`src/rtl/multdiv_ctrl.sv`:
```
// Execute-stage sequencer for an external multi-cycle multiplier/divider: accepts
// mul/div, pulses the unit, stalls the pipe, then issues a single register write.
module multdiv_ctrl #(
  parameter int TIMEOUT = 40
) (
  input  logic        clock,
  input  logic        reset,
  input  logic        valid_in,
  input  logic [31:0] insn,
  input  logic [31:0] operandA,
  input  logic [31:0] operandB,
  input  logic [31:0] md_result,
  input  logic        md_ready,
  input  logic        md_exception,
  output logic        ctrl_MULT,
  output logic        ctrl_DIV,
  output logic [31:0] md_opA,
  output logic [31:0] md_opB,
  output logic        stall,
  output logic        wb_valid,
  output logic [4:0]  wb_rd,
  output logic [31:0] wb_data
);

  localparam logic [5:0]  TMO       = 6'(TIMEOUT);
  localparam logic [4:0]  EXC_RD    = 5'd30;
  localparam logic [31:0] EXC_MUL   = 32'd4;
  localparam logic [31:0] EXC_DIV   = 32'd5;

  typedef enum logic [1:0] {IDLE, START, WAIT, DONE} state_t;

  state_t      state, state_nxt;
  logic        is_mul, is_div, accept;
  logic        op_div;
  logic [4:0]  rd_q;
  logic        exc_q;
  logic [5:0]  cnt, cnt_inc;
  logic        wait_end, end_exc;
  logic        stall_c;
  logic        unused_insn_bits;

  assign unused_insn_bits = ^{insn[21:7], insn[1:0]};

  assign is_mul   = (insn[31:27] == 5'b00000) && (insn[6:2] == 5'b00110);
  assign is_div   = (insn[31:27] == 5'b00000) && (insn[6:2] == 5'b00111);
  assign accept   = (state == IDLE) && valid_in && (is_mul || is_div);
  assign cnt_inc  = cnt + 6'd1;
  // A result arriving on the last allowed WAIT cycle still wins over the timeout.
  assign wait_end = (state == WAIT) && (md_ready || (cnt_inc == TMO));
  assign end_exc  = md_ready ? md_exception : 1'b1;
  // Combinational stall is gated so every output reads 0 while reset is held.
  assign stall    = stall_c && reset;

  always_comb begin
    state_nxt = state;
    stall_c   = 1'b0;
    ctrl_MULT = 1'b0;
    ctrl_DIV  = 1'b0;
    wb_valid  = 1'b0;
    case (state)
      IDLE: begin
        if (accept) begin
          stall_c   = 1'b1;
          state_nxt = START;
        end
      end
      START: begin
        stall_c   = 1'b1;
        ctrl_MULT = ~op_div;
        ctrl_DIV  = op_div;
        state_nxt = WAIT;
      end
      WAIT: begin
        stall_c = 1'b1;
        if (wait_end) state_nxt = DONE;
      end
      DONE: begin
        wb_valid  = exc_q || (rd_q != 5'd0);
        state_nxt = IDLE;
      end
      default: state_nxt = IDLE;
    endcase
  end

  always_ff @(posedge clock or negedge reset) begin
    if (!reset) begin
      state   <= IDLE;
      cnt     <= 6'd0;
      md_opA  <= 32'd0;
      md_opB  <= 32'd0;
      op_div  <= 1'b0;
      rd_q    <= 5'd0;
      exc_q   <= 1'b0;
      wb_rd   <= 5'd0;
      wb_data <= 32'd0;
    end else begin
      state <= state_nxt;
      if (accept) begin
        md_opA <= operandA;
        md_opB <= operandB;
        rd_q   <= insn[26:22];
        op_div <= is_div;
      end
      if (state == START) cnt <= 6'd0;
      if (state == WAIT) cnt <= cnt_inc;
      // Write-back values are formed on the way into DONE and then held.
      if (wait_end) begin
        exc_q   <= end_exc;
        wb_rd   <= end_exc ? EXC_RD : rd_q;
        wb_data <= end_exc ? (op_div ? EXC_DIV : EXC_MUL) : md_result;
      end
    end
  end

endmodule
```
`config.mk`:
```
export PLATFORM = sky130hd
export DESIGN_NAME = multdiv_ctrl
export DESIGN_NICKNAME = d
export VERILOG_FILES = /design/src/rtl/multdiv_ctrl.sv
export SDC_FILE = /design/constraint.sdc
export NUM_CORES = 1
export LEC_CHECK = 0
export ABC_CLOCK_PERIOD_IN_PS = 4900
export BUFFER_PORTS_ARGS = -buffer_cell sky130_fd_sc_hd__buf_2
export CAP_MARGIN = 20
export CORE_MARGIN = 2
export CORE_UTILIZATION = 48
export CTS_CLUSTER_DIAMETER = 150
export DETAILED_ROUTE_END_ITERATION = 10
export PLACE_DENSITY = 0.92
export SYNTH_ARGS = -nofsm -noshare
export SYNTH_HDL_FRONTEND = slang
export SYNTH_SLANG_ARGS = --single-unit
```
`constraint.sdc`:
```
create_clock -name clock -period 4.9 [get_ports clock]
set_clock_uncertainty 0.1 [all_clocks]
set_input_delay 0.98 -clock clock [delete_from_list [all_inputs] [get_ports clock]]
set_output_delay 0.98 -clock clock [all_outputs]
set_load 0.03 [all_outputs]
```
# Word level (Yosys, flattened, before mapping)
# Cells that the tools add are included.
[word_totals]
rom_bits = 0
ff_bits = 116
output_inout_bits = 105
ramBits = 0
inputBits = 133
wordCells = 48
mem_count = 0
latchBits = 0
[op_classes]
n_addsub = 1
n_eq_ne = 8
shifts = 0
n_mux = 14
div = 0
bitwise_logic = 1
order_cmp = 0
multipliers = 0
n_reduce_logical = 15
[op_table]
columns = ["cell", "count"]
rows = [
  ["2-to-1 mux 32 bit", 1],
  ["2-to-1 mux 6 bit", 2],
  ["equality test 5 x 3 -> 1 bit, second input constant", 2],
  ["one-hot mux 2 bit (4 select lines)", 1],
  ["adder 6 x 1 -> 6 bit, second input constant", 1],
  ["equality test 6 bit, second input constant", 1],
  ["logical AND 1 bit", 6],
  ["2-to-1 mux 1 bit", 6],
  ["zero test 5 bit", 1],
  ["2-to-1 mux 5 bit", 1],
  ["nonzero test 5 bit", 1],
  ["equality test 2 bit, second input constant", 2],
  ["2-to-1 mux 2 bit", 2],
  ["inequality test 2 bit, second input constant", 2],
  ["logical OR 1 bit", 3],
  ["equality test 2 x 1 -> 1 bit, second input constant", 1],
  ["zero test 2 bit", 1],
  ["one-hot mux 1 bit (2 select lines)", 1],
  ["AND reduction 2 bit", 1],
  ["nonzero test 2 bit", 1],
  ["OR reduction 2 bit", 1],
  ["inverter 1 bit", 1],
]

# Longest topological paths before layout
# Gate-level depths: netlist (run 1).
[depth]
depth_word = 7
mapped_depth = 9
ltp_nobuf = 7

# Worst setup path before layout (run 1)
# OpenSTA, ideal clock, no wires.
[synth_path]
path_type = "input port to output port"
from = "input port insn[27]"
to = "output port stall"
path_slack_ns = 1.060
required_ns = 3.820
arrival_ns = 2.760
stages = 6
path_buffers = 1
path_cell_list = "or4_1 nor4_2 nand4b_1 buf_2 nor2b_1 nor3b_1"
[synth_via]
elab_chain_cells = 7
word_cells_on_any_way = 8
classes_between = "mux: 2; reduce/logical: 6"
[synth_lines]
columns = ["item", "line_no", "rtl"]
rows = [
  ["start, declared", "9", "input logic [31:0] insn,"],
  ["zero test 5 bit *", "44, 45", ""],
  ["logical AND 1 bit (on tied branches)", "44, 45", ""],
  ["logical OR 1 bit *", "46", "assign accept = (state == IDLE) && valid_in && (is_mul || is_div);"],
  ["logical AND 1 bit *", "46", ""],
  ["2-to-1 mux 1 bit *", "62", "if (accept) begin"],
  ["one-hot mux 1 bit (2 select lines) *", "60", "case (state)"],
  ["logical AND 1 bit *", "52", "assign stall = stall_c && reset;"],
  ["end, declared", "19", "output logic stall,"],
]
# Every way passes the cells marked *; elsewhere a longest branch is shown, timed or not.

# Worst setup path after layout (run 1)
# Same ends and word-level chain as after synthesis.

==> summary.txt, run 1 <==
Status
  • Status: finished clean

Hold path
  • HP Start: wb_data[11]
  • Hold path endpoint: wb_data[11]
  • Hold Crit Depth: 1
  • HP Class: reg2reg

GRT
  • Vias in the first global route: 3,438
  • Met3 Usage GRT: 8.32%
  • Met1 usage: 25.0%
  • GRT Overall Usage: 21.1%
  • Largest net degree at the start of global routing: 73
  • First-pass GRT wire length: 16,300 um
  • Remaining global-route overflow: 0
  • Initial antenna violation count: 0
  • Met2 Usage GRT: 35.5%
  • Gr busiest metal: met2

Drt
  • WL final: 10,700 um
  • Final antenna-violating net count: 0
  • Drt wl/cell: 16.6 um
  • # DRC: 0
  • Vias: 3,347
  • TritonRoute pass-1 iters: 6
  • Vias per std cell: 5.17
  • DRC marker count from the first detailed-route iteration: 102

Critical path
  • Worst-path maximum fanout: 2
  • Crit end category: output port
  • Nature of the critical path startpoint: input pin
  • R2r endpoint: state[1]
  • R2R setup slack: 2.23 ns
  • FF-to-FF path depth: 8
  • RR Startpoint: state[0]
  • WP data required: 3.82 ns
  • CP Launch Point: insn[27]
  • Worst EP arrival: 2.59 ns
  • Setup Crit Path Kind: in2out

Clock network
  • Cts hold-fix bufs: 0
  • Post-cts gate resize count: 0
  • Clock tree from TritonCTS: yes
  • CTS clock-pin slew for the worst setup and hold paths: 0.05 ns
  • Clk_lat worst skew: 0.50 ns
  • Clk root buf: clkbuf_8
  • Setup bufs post-CTS: 0
  • Clk buf depth: 2
  • CTS Sinks: 116
  • Total CTS buffers: 17
  • H-tree levels: 4

Timing
  • Final Hold Viols: 0
  • Relative slew slack: 39.3%
  • Post-route setup TNS: 0 ns
  • Final worst path period need: 3.67 ns
  • Max Fclk: 272 MHz
  • Final period util: 75.0%
  • Setup ws final: 1.23 ns
  • Actual slew at the worst max-slew pin: 0.911 ns
  • Max-slew violations: 0
  • Final setup violation count: 0
  • Unrepaired setup endpoints after global routing: false

Synth
  • Cell count after synthesis: 299
  • Number of synthesized flops with an enable pin: 0
  • Post-synth top area share: 64.8%
  • Top cells by area, synth: dfrtp_1, mux2_2, a22o_1, ha_1, o22a_1
  • Synth Flop Type: dfrtp_1
  • Most common cell in the synthesized netlist: dfrtp_1
  • Seq/Total Area, Yosys: 64.8%
  • Yosys reg bits: 116
  • Async set-or-reset flop fraction in the synthesized netlist: 100%
  • Mapped Nets: 438
  • Ys Warns: 0
  • Synth cell count leaders: dfrtp_1, mux2_2, a22o_1
  • Post-synthesis area per instance: 15.0 sq um
  • Yosys top cell by area: dfrtp_1
  • Netlist Area Pre-Place: 4480 sq um
  • Synth unique cells: 30

Floorplan
  • Full die area: 10,100 sq um
  • DIE HEIGHT: 101 um
  • Ports: 238
  • Num rows: 35
  • Chip width: 101 um
  • Initial core utilization: 49.0%
  • Core ar.: 9150 sq um

Finish
  • Final nets: 665
  • Diode count: 0
  • Share of post-route cells with drive strength above 1: 60.9%
  • Layout Area Growth over Synthesis: 38.6%
  • Post-route cell area: 6210 sq um
  • Final Util: 67.9%

Placed design
  • Detailed placer's ending HPWL: 7760 um
  • Port bufs: 220
  • GP Congestion: 0.772
  • Placed Instance Area: 5670 sq um
  • Place WS: 1.20 ns

Pwr
  • Lkg Pwr: 3.58 nW
  • Max VDD drop: 225 uV
  • Pwr/cell area: 527 nW/um^2

Flow run
  • Max Cap Viol: 0
sequential cells by signal (all words and copies together), names as in the netlist:
register / count
md_opA: 32
md_opB: 32
wb_data: 32
cnt: 6
rd_q: 5
wb_rd: 5
state: 2
exc_q: 1
op_div: 1
how the worst max path moves through the flow:
stage,cells after the start,to
floorplan,6,stall
global placement,7,stall
finish,7,stall
global route,7,stall
detailed placement,7,stall
CTS,7,stall
final cells by class:
class | count | area [sq um]
fill | 678 | 2940
inverter | 5 | 18.8
tap | 111 | 139
multi-input combinational | 161 | 1490
timing repair buffer | 225 | 1170
clock inverter | 11 | 65.1
clock buffer | 19 | 432
sequential | 116 | 2900
stage by stage:
stage | power (mW) | std cells | hold WS, ns
after detailed placement | 2.25 | 616 | 0.376
after floorplan | 1.92 | 299 | 0.355
after global placement | 2.21 | 616 | 0.370
after CTS | 3.29 | 646 | 0.388
final | 3.28 | 648 | 0.388
after global routing | 3.43 | 648 | 0.403
kinds of logic (layout without fill, tap and decap cells):
kind of cell / after synthesis / in the layout / synth area share, %
fa+ha+maj: 6 / 6 / 1.67
mux: 74 / 74 / 18.6
compound gates: 52 / 52 / 9.35
simple gates: 29 / 29 / 3.57
buf+inv: 22 / 260 / 2.07
flops: 116 / 116 / 64.8
per-layer routing:
layer / wire length [um] / part of all wire, %
met5: 0 / 0
met4: 63 / 0.59
met3: 819 / 7.6
met2: 5570 / 52
met1: 4300 / 40
layout by cell type, fill, tap and decap left out, drive strengths merged:
| cell type | count |
|---|---|
| o31ai | 1 |
| o22a | 5 |
| clkinv | 7 |
| mux2 | 71 |
| o21ai | 6 |
| nand3 | 4 |
| ha | 6 |
| mux2i | 3 |
| clkbuf | 19 |
| o22ai | 1 |
| o41ai | 1 |
| inv | 5 |
| a22o | 32 |
| nand2 | 11 |
| or2 | 1 |
| o21a | 1 |
| nor2b | 3 |
| or4 | 2 |
| nand2b | 1 |
| a211oi | 1 |
| buf | 225 |
| nand4b | 1 |
| and2 | 2 |
| dfrtp | 116 |
| nor3b | 2 |
| a41oi | 1 |
| clkinvlp | 4 |
| nor2 | 1 |
| nor4 | 1 |
| a21oi | 2 |
| o31a | 1 |
report_power, final:
part / switching [mW] / internal (mW) / total, mW
registers: 0.101 / 1.14 / 1.24
clock network: 0.408 / 0.619 / 1.03
logic: 0.650 / 0.357 / 1.01
total: 1.16 / 2.12 / 3.28
worst max-delay path: stages:
cell	delay, ns
buf_2	0.11
or4_1	0.53
nor4_2	0.16
nand4b_1	0.19
nor2b_1	0.19
nor3b_1	0.20
buf_2	0.23
No activity file was read; power rests on OpenSTA's default activity.
==> run 2: changes to the inputs <==
==> config.mk (replaced) <==
export PLATFORM = sky130hd
export DESIGN_NAME = multdiv_ctrl
export DESIGN_NICKNAME = d
export VERILOG_FILES = /design/src/rtl/multdiv_ctrl.sv
export SDC_FILE = /design/constraint.sdc
export NUM_CORES = 1
export LEC_CHECK = 0
export ABC_AREA = 1
export ABC_CLOCK_PERIOD_IN_PS = 3800
export BUFFER_PORTS_ARGS = -buffer_cell sky130_fd_sc_hd__buf_2
export CAP_MARGIN = 20
export CORE_MARGIN = 2
export CORE_UTILIZATION = 46
export CTS_CLUSTER_DIAMETER = 150
export DETAILED_ROUTE_END_ITERATION = 10
export PLACE_DENSITY = 0.88
export SYNTH_ARGS = -nofsm -noshare
export SYNTH_HDL_FRONTEND = slang
export SYNTH_SLANG_ARGS = --single-unit
==> constraint.sdc (replaced) <==
create_clock -name clock -period 3.8 [get_ports clock]
set_clock_uncertainty 0.1 [all_clocks]
set_input_delay 0.76 -clock clock [delete_from_list [all_inputs] [get_ports clock]]
set_output_delay 0.76 -clock clock [all_outputs]
set_load 0.03 [all_outputs]
==> run 2 against run 1 <==
Power grew 25%. Synthesized cell count rose by 81%. Via count grew 22%. Count of clock-buffer cells in the layout decreased by 1. Area after synthesis grew 5.3%. Register-to-register slack worse by 0.91 ns. Final area up 4.9%. Sequential share of layout area down 2.2 points. Non-clock buffer count unchanged. Critical endpoint unchanged.
==> summary.txt, run 2 <==
Status
  • Status: finished clean (unchanged)

Flow run
  • Max Cap Viol: 0 (unchanged)

Drt
  • WL final: 11,100 um (was 10,700 um)
  • Drt wl/cell: 12.3 um (was 16.6 um)
  • Vias: 4,097 (was 3,347)
  • TritonRoute pass-1 iters: 4 (was 6)
  • DRC marker count from the first detailed-route iteration: 259 (was 102)
  • Final antenna-violating net count: 0 (unchanged)
  • # DRC: 0 (unchanged)
  • Vias per std cell: 4.51 (was 5.17)

GRT
  • Initial antenna violation count: 0 (unchanged)
  • First-pass GRT wire length: 18,800 um (was 16,300 um)
  • Remaining global-route overflow: 0 (unchanged)
  • GRT Overall Usage: 21.0% (was 21.1%)
  • Vias in the first global route: 4,034 (was 3,438)
  • Largest net degree at the start of global routing: 88 (was 73)

Placed design
  • Placed Instance Area: 5930 sq um (was 5670 sq um)
  • Detailed placer's ending HPWL: 8030 um (was 7760 um)
  • GP Congestion: 0.821 (was 0.772)
  • Port bufs: 220 (unchanged)

Floorplan
  • Ports: 238 (unchanged)
  • Num rows: 36 (was 35)
  • Initial core utilization: 47.9% (was 49.0%)
  • Core ar.: 9860 sq um (was 9150 sq um)
  • Full die area: 11,100 sq um (was 10,100 sq um)
  • Chip width: 105 um (was 101 um)
  • DIE HEIGHT: 105 um (was 101 um)

Clock network
  • Clock tree from TritonCTS: yes (unchanged)
  • Total CTS buffers: 17 (unchanged)
  • CTS clock-pin slew for the worst setup and hold paths: 0.06 ns (was 0.05 ns)
  • Post-cts gate resize count: 0 (unchanged)
  • Clk root buf: clkbuf_8 (unchanged)
  • Cts hold-fix bufs: 0 (unchanged)
  • Setup bufs post-CTS: 0 (unchanged)
  • Clk_lat worst skew: 0.48 ns (was 0.50 ns)
  • Clk buf depth: 2 (unchanged)
  • H-tree levels: 4 (unchanged)
  • CTS Sinks: 116 (unchanged)

Finish
  • Final nets: 901 (was 665)
  • Leading cell type in the layout, fill and taps excluded: buf_2 (unchanged)
  • # fillers: 828 (was 678)
  • Top Registers: md_opA: 32 flops, md_opB: 32 flops, wb_data: 32 flops (unchanged)
  • Layout Area Growth over Synthesis: 38.1% (was 38.6%)
  • Share of post-route cells with drive strength above 1: 33.9% (was 60.9%)
  • Post-route cell area: 6520 sq um (was 6210 sq um)
  • Commonest cells after routing, fill and taps aside: buf_2, nand2_1, dfrtp_1 (was buf_2, dfrtp_1, mux2_2)
  • Sequential Area: 2900 sq um (unchanged)
  • Area of the multi-input gates: 1380 sq um (was 1490 sq um)

Synth
  • Top cells by area, synth: dfrtp_1, nand2_1, o21ai_0, inv_1, ha_1 (was dfrtp_1, mux2_2, a22o_1, ha_1, o22a_1)
  • Mapped Nets: 679 (was 438)
  • Ys Warns: 0 (unchanged)
  • Yosys reg bits: 116 (unchanged)
  • Seq/Total Area, Yosys: 61.5% (was 64.8%)
  • Synth Flop Type: dfrtp_1 (unchanged)
  • Cell count after synthesis: 540 (was 299)
  • Synth cell count leaders: nand2_1, dfrtp_1, inv_1 (was dfrtp_1, mux2_2, a22o_1)
  • Most common cell in the synthesized netlist: nand2_1 (was dfrtp_1)
  • Yosys top cell by area: dfrtp_1 (unchanged)
  • Post-synthesis area per instance: 8.74 sq um (was 15.0 sq um)
  • Post-synth top area share: 61.5% (was 64.8%)
  • Netlist Area Pre-Place: 4720 sq um (was 4480 sq um)
  • Async set-or-reset flop fraction in the synthesized netlist: 100% (unchanged)
  • Synth unique cells: 22 (was 30)
  • Number of synthesized flops with an enable pin: 0 (unchanged)

Timing
  • Max Fclk: 336 MHz
  • Final setup violation count: 0 (unchanged)
  • Post-route setup TNS: 0 ns (unchanged)
  • Unrepaired setup endpoints after global routing: false (unchanged)
  • Final period util: 78.3%
  • Final worst path period need: 2.98 ns
  • Max-slew violations: 0 (unchanged)
  • Relative slew slack: 53.5% (was 39.3%)
  • Hold_ws: 0.0978 ns (was 0.388 ns)
  • Actual slew at the worst max-slew pin: 0.696 ns (was 0.911 ns)
  • Final Hold Viols: 0 (unchanged)

Critical path
  • Crit path max-delay cell type: dfrtp_1 (was or4_1)
  • CP dominant cell by count: nand2_1 (was buf_2)
  • Setup Crit Path Kind: reg2out (was in2out)
  • WP buf/inv: 2 (unchanged)
  • RR Startpoint: state[0] (unchanged)
  • Worst-path maximum fanout: 4 (was 2)
  • Worst EP arrival: 2.12 ns (was 2.59 ns)
  • Crit end category: output port (unchanged)
  • Nature of the critical path startpoint: flip-flop (was input pin)
  • CP delay by family, top: simple AND/OR/NAND/NOR gates (unchanged)
  • CP peak stage delay: 0.41 ns (was 0.53 ns)
  • CP Launch Point: state[1] (was insn[27])
  • Critical Path, Cell by Cell: inv_1 -> ha_1 -> nand2_1 -> nor3_1 -> nand3_4 -> nand2_1 -> nand2_1 -> nor2_1 -> buf_2 (was buf_2 -> or4_1 -> nor4_2 -> nand4b_1 -> nor2b_1 -> nor3b_1 -> buf_2)
  • WP data required: 2.94 ns (was 3.82 ns)

Hold path
  • HP Class: in2async (was reg2reg)

Pwr
  • Max VDD drop: 359 uV (was 225 uV)
  • Lkg Pwr: 3.97 nW (was 3.58 nW)
  • Pwr Total: 4.11 mW (was 3.28 mW)
  • Pwr/cell area: 630 nW/um^2 (was 527 nW/um^2)
-- run 2: cell families after synthesis --
family	count (synthesis)	share of synthesized area, %
and+or+nand+nor	218	18.0
DFF	116	61.5
buffers and inverters	114	9.51
AOI/OAI and AO/OA	85	9.14
adders and majority gates	6	1.59
muxes	1	0.212
-- run 2: power by group --
part           internal, mW  switching (mW)  total, mW  leakage, nW
combinational         0.324           0.774       1.10         2.14
clock                 0.890           0.575       1.46        0.268
sequential             1.43           0.111       1.55         1.57
total                  2.65            1.46       4.11         3.97
-- run 2: cell type report --
type	instances	share of cell area [%]
Sequential cell	116	44.5
Multi-Input combinational cell	310	21.2
Timing Repair Buffer	225	17.8
Clock buffer	18	6.56
Inverter	92	5.30
Tap cell	133	2.55
Clock inverter	14	1.98
Antenna cell	1	0.0384
-- run 2: final timing paths --
path / endpoint / slack [ns] / cells after the start
worst min register to register: wb_data[3] / 0.36 / 2
max in group asynchronous: md_opA[19] / 2.57 / 3
worst max-delay path: stall / 0.82 / 9
min in group clock: wb_data[3] / 0.36 / 2
worst min-delay path: wb_data[6] / 0.1 / 1
worst max register to register: md_opA[22] / 1.32 / 8
-- run 2: stage by stage --
step	instances	setup WS, ns	utilization (%)
final	909	0.824	66.1
after global routing	908	0.679	66.1
after CTS	907	0.781	65.8
after global placement	875	1.09	60.1
after floorplan	540	1.05	-
after detailed placement	875	1.08	60.1
-- run 2: routing by layer --
layer  vias to the layer above  global-route usage [%]  wire, um  share of wire, %
met1                      1830                    25.7      4650                42
met4                         0                    6.57       165               1.5
li1                       2083                       -         -                 -
met5                         -                       0         0                 0
met2                       169                    34.7      5410                49
met3                        15                    7.73       906               8.1
==> run 3: changes to the inputs <==
--- a/config.mk
+++ b/config.mk
@@ -6,14 +6,14 @@
 export NUM_CORES = 1
 export LEC_CHECK = 0
 export ABC_AREA = 1
-export ABC_CLOCK_PERIOD_IN_PS = 3800
+export ABC_CLOCK_PERIOD_IN_PS = 2600
 export BUFFER_PORTS_ARGS = -buffer_cell sky130_fd_sc_hd__buf_2
 export CAP_MARGIN = 20
 export CORE_MARGIN = 2
-export CORE_UTILIZATION = 46
+export CORE_UTILIZATION = 41
 export CTS_CLUSTER_DIAMETER = 150
 export DETAILED_ROUTE_END_ITERATION = 10
-export PLACE_DENSITY = 0.88
+export PLACE_DENSITY = 0.83
 export SYNTH_ARGS = -nofsm -noshare
 export SYNTH_HDL_FRONTEND = slang
 export SYNTH_SLANG_ARGS = --single-unit
==> constraint.sdc (replaced) <==
create_clock -name clock -period 2.6 [get_ports clock]
set_clock_uncertainty 0.1 [all_clocks]
set_input_delay 0.52 -clock clock [delete_from_list [all_inputs] [get_ports clock]]
set_output_delay 0.52 -clock clock [all_outputs]
set_load 0.03 [all_outputs]
==> run 3 against run 2 <==
Final area up 2.4%. Largest cell class unchanged. Highest routed layer unchanged. Core utilization down 7.1 points. First-iteration DRC count down 28%.
==> summary.txt, run 3 (synthesis results as in run 2) <==
Hold path
  • HP Class: in2async (unchanged)

GRT
  • GRT Overall Usage: 18.4% (was 21.0%)
  • Vias in the first global route: 3,881 (was 4,034)
  • Initial antenna violation count: 0 (unchanged)
  • Largest net degree at the start of global routing: 142 (was 88)
  • Remaining global-route overflow: 0 (unchanged)
  • First-pass GRT wire length: 18,000 um (was 18,800 um)

Timing
  • Final setup violation count: 0 (unchanged)
  • Post-route setup TNS: 0 ns (unchanged)
  • Hold_ws: 0.126 ns (was 0.0978 ns)
  • Relative slew slack: 60.0% (was 53.5%)
  • Final Hold Viols: 0 (unchanged)
  • Final period util: 96.5%
  • Unrepaired setup endpoints after global routing: false (unchanged)
  • Max-slew violations: 0 (unchanged)
  • Actual slew at the worst max-slew pin: 0.599 ns (was 0.696 ns)
  • Max Fclk: 398 MHz
  • Final worst path period need: 2.51 ns

Floorplan
  • Num rows: 39 (was 36)
  • Initial core utilization: 41.7% (was 47.9%)
  • Ports: 238 (unchanged)
  • Chip width: 111 um (was 105 um)
  • Core ar.: 11,300 sq um (was 9860 sq um)
  • DIE HEIGHT: 111 um (was 105 um)
  • Full die area: 12,400 sq um (was 11,100 sq um)

Finish
  • Layout Area Growth over Synthesis: 41.3% (was 38.1%)
  • Leading cell type in the layout, fill and taps excluded: buf_2 (unchanged)
  • Final nets: 905 (was 901)
  • Share of post-route cells with drive strength above 1: 34.3% (was 33.9%)
  • Commonest cells after routing, fill and taps aside: buf_2, nand2_1, dfrtp_1 (unchanged)
  • Fin cells: 922 (was 909)
  • Diode count: 0 (was 1)
  • Top Registers: md_opA: 32 flops, md_opB: 32 flops, wb_data: 32 flops (unchanged)

Clock network
  • Total CTS buffers: 17 (unchanged)
  • CTS Sinks: 116 (unchanged)
  • Cts hold-fix bufs: 0 (unchanged)
  • Clk root buf: clkbuf_16 (was clkbuf_8)
  • Clk_lat worst skew: 0.41 ns (was 0.48 ns)
  • H-tree levels: 4 (unchanged)
  • Clk buf depth: 2 (unchanged)
  • Clock tree from TritonCTS: yes (unchanged)
  • CTS clock-pin slew for the worst setup and hold paths: 0.05 ns (was 0.06 ns)

Critical path
  • Setup Crit Path Kind: reg2out (unchanged)
  • CP dominant cell by count: nand2_1 (unchanged)
  • WP data required: 1.98 ns (was 2.94 ns)
  • Nature of the critical path startpoint: flip-flop (unchanged)
  • Crit path max-delay cell type: dfrtp_1 (unchanged)
  • RR Startpoint: cnt[0] (was state[0])
  • CP Launch Point: state[0] (was state[1])
  • Worst EP arrival: 1.89 ns (was 2.12 ns)
  • Crit end category: output port (unchanged)
  • Worst-path maximum fanout: 4 (unchanged)
  • FF-to-FF path depth: 10 (was 8)
  • Critical Path, Cell by Cell: inv_2 -> ha_4 -> nand2_2 -> nor3_4 -> nand3_4 -> nand2_1 -> nand2_1 -> nor2_1 -> buf_4 (was inv_1 -> ha_1 -> nand2_1 -> nor3_1 -> nand3_4 -> nand2_1 -> nand2_1 -> nor2_1 -> buf_2)
  • CP peak stage delay: 0.42 ns (was 0.41 ns)

Flow run
  • Max Cap Viol: 0 (unchanged)

Placed design
  • Dpl cells: 886 (was 875)
  • Port bufs: 220 (unchanged)
  • GP Congestion: 0.765 (was 0.821)
  • Detailed placer's ending HPWL: 7510 um (was 8030 um)

Pwr
  • Clock Power Share: 38.4% (was 35.6%)
  • P_sw: 2.09 mW (was 1.46 mW)
  • Max VDD drop: 717 uV (was 359 uV)
  • Internal Pwr Total: 4.35 mW (was 2.65 mW)
  • Seq pwr share: 35.1% (was 37.6%)
  • Switching share of power: 32.5% (was 35.5%)
  • Pwr/cell area: 966 nW/um^2 (was 630 nW/um^2)
  • Combinational group share of total power: 26.5% (was 26.7%)
  • Lkg Pwr: 4.04 nW (was 3.97 nW)

Drt
  • Vias: 4,084 (was 4,097)
  • DRC marker count from the first detailed-route iteration: 187 (was 259)
  • Drt wl/cell: 11.9 um (was 12.3 um)
  • TritonRoute pass-1 iters: 4 (unchanged)
  • Final antenna-violating net count: 0 (unchanged)
  • WL final: 10,900 um (was 11,100 um)
  • Vias per std cell: 4.43 (was 4.51)
  • # DRC: 0 (unchanged)

Status
  • Status: finished clean (unchanged)
-- run 3: power groups by stage --
stage / combinational [mW] / sequential (mW) / clock (mW)
floorplan: 0.556 / 2.79 / 0
global placement: 1.60 / 2.27 / 0
detailed placement: 1.63 / 2.28 / 0
CTS: 1.64 / 2.26 / 2.52
global route: 1.86 / 2.30 / 2.61
finish: 1.71 / 2.26 / 2.48
-- run 3: cell type report --
cell class                      count  area, sq um
Timing Repair Buffer              229         1210
Clock inverter                     10          180
Fill cell                        1006         4650
Clock buffer                       22          444
Inverter                           92          345
Tap cell                          143          179
Multi-Input combinational cell    310         1410
Sequential cell                   116         2900
-- run 3: routing by layer --
layer | routed length (um) | track usage [%] | vias up | part of all wire, %
met5 | 0 | 0 | - | 0
met4 | 312 | 9.63 | 0 | 2.9
met3 | 917 | 6.89 | 27 | 8.4
met2 | 5100 | 29.8 | 160 | 47
met1 | 4610 | 21.4 | 1802 | 42
li1 | - | - | 2095 | -
-- run 3: per-stage QoR --
stage / cell area, sq um / setup slack (ns) / util, % / total power [mW]
4_1_cts: 6630 / 0.00846 / 58.5 / 6.42
5_1_grt: 6670 / 0.00505 / 58.9 / 6.77
3_5_place_dp: 5990 / 0.238 / 52.9 / 3.91
2_1_floorplan: 4720 / 0.296 / - / 3.34
3_3_place_gp: 5990 / 0.357 / 52.9 / 3.87
6_report: 6670 / 0.0904 / 58.9 / 6.45
-- run 3: repair_timing --
| item | in CTS | in global routing |
|---|---|---|
| gates resized for setup | 3 | 5 |
| setup buffers | 0 | 4 |
| pin swaps | 0 | 2 |
| setup endpoints to repair | 1 | 1 |
| endpoints found under the hold margin | 0 | 0 |
-- run 3: critical path: cells and delay by family, from the launching register on --
family                     cells  cell delay [ns]
buffers and inverters          2             0.28
and+or+nand+nor                6             0.63
DFF                            1             0.42
adders and majority gates      1             0.15
-- run 3: path summary, 6_finish.rpt --
kind / endpoint / slack (ns)
worst max-delay path: stall / 0.09
worst min-delay path: wb_data[5] / 0.13
worst max register to register: wb_rd[1] / 0.48
worst min register to register: wb_data[7] / 0.36
max in group asynchronous: md_opB[27] / 1.84
min in group clock: wb_data[27] / 0.21
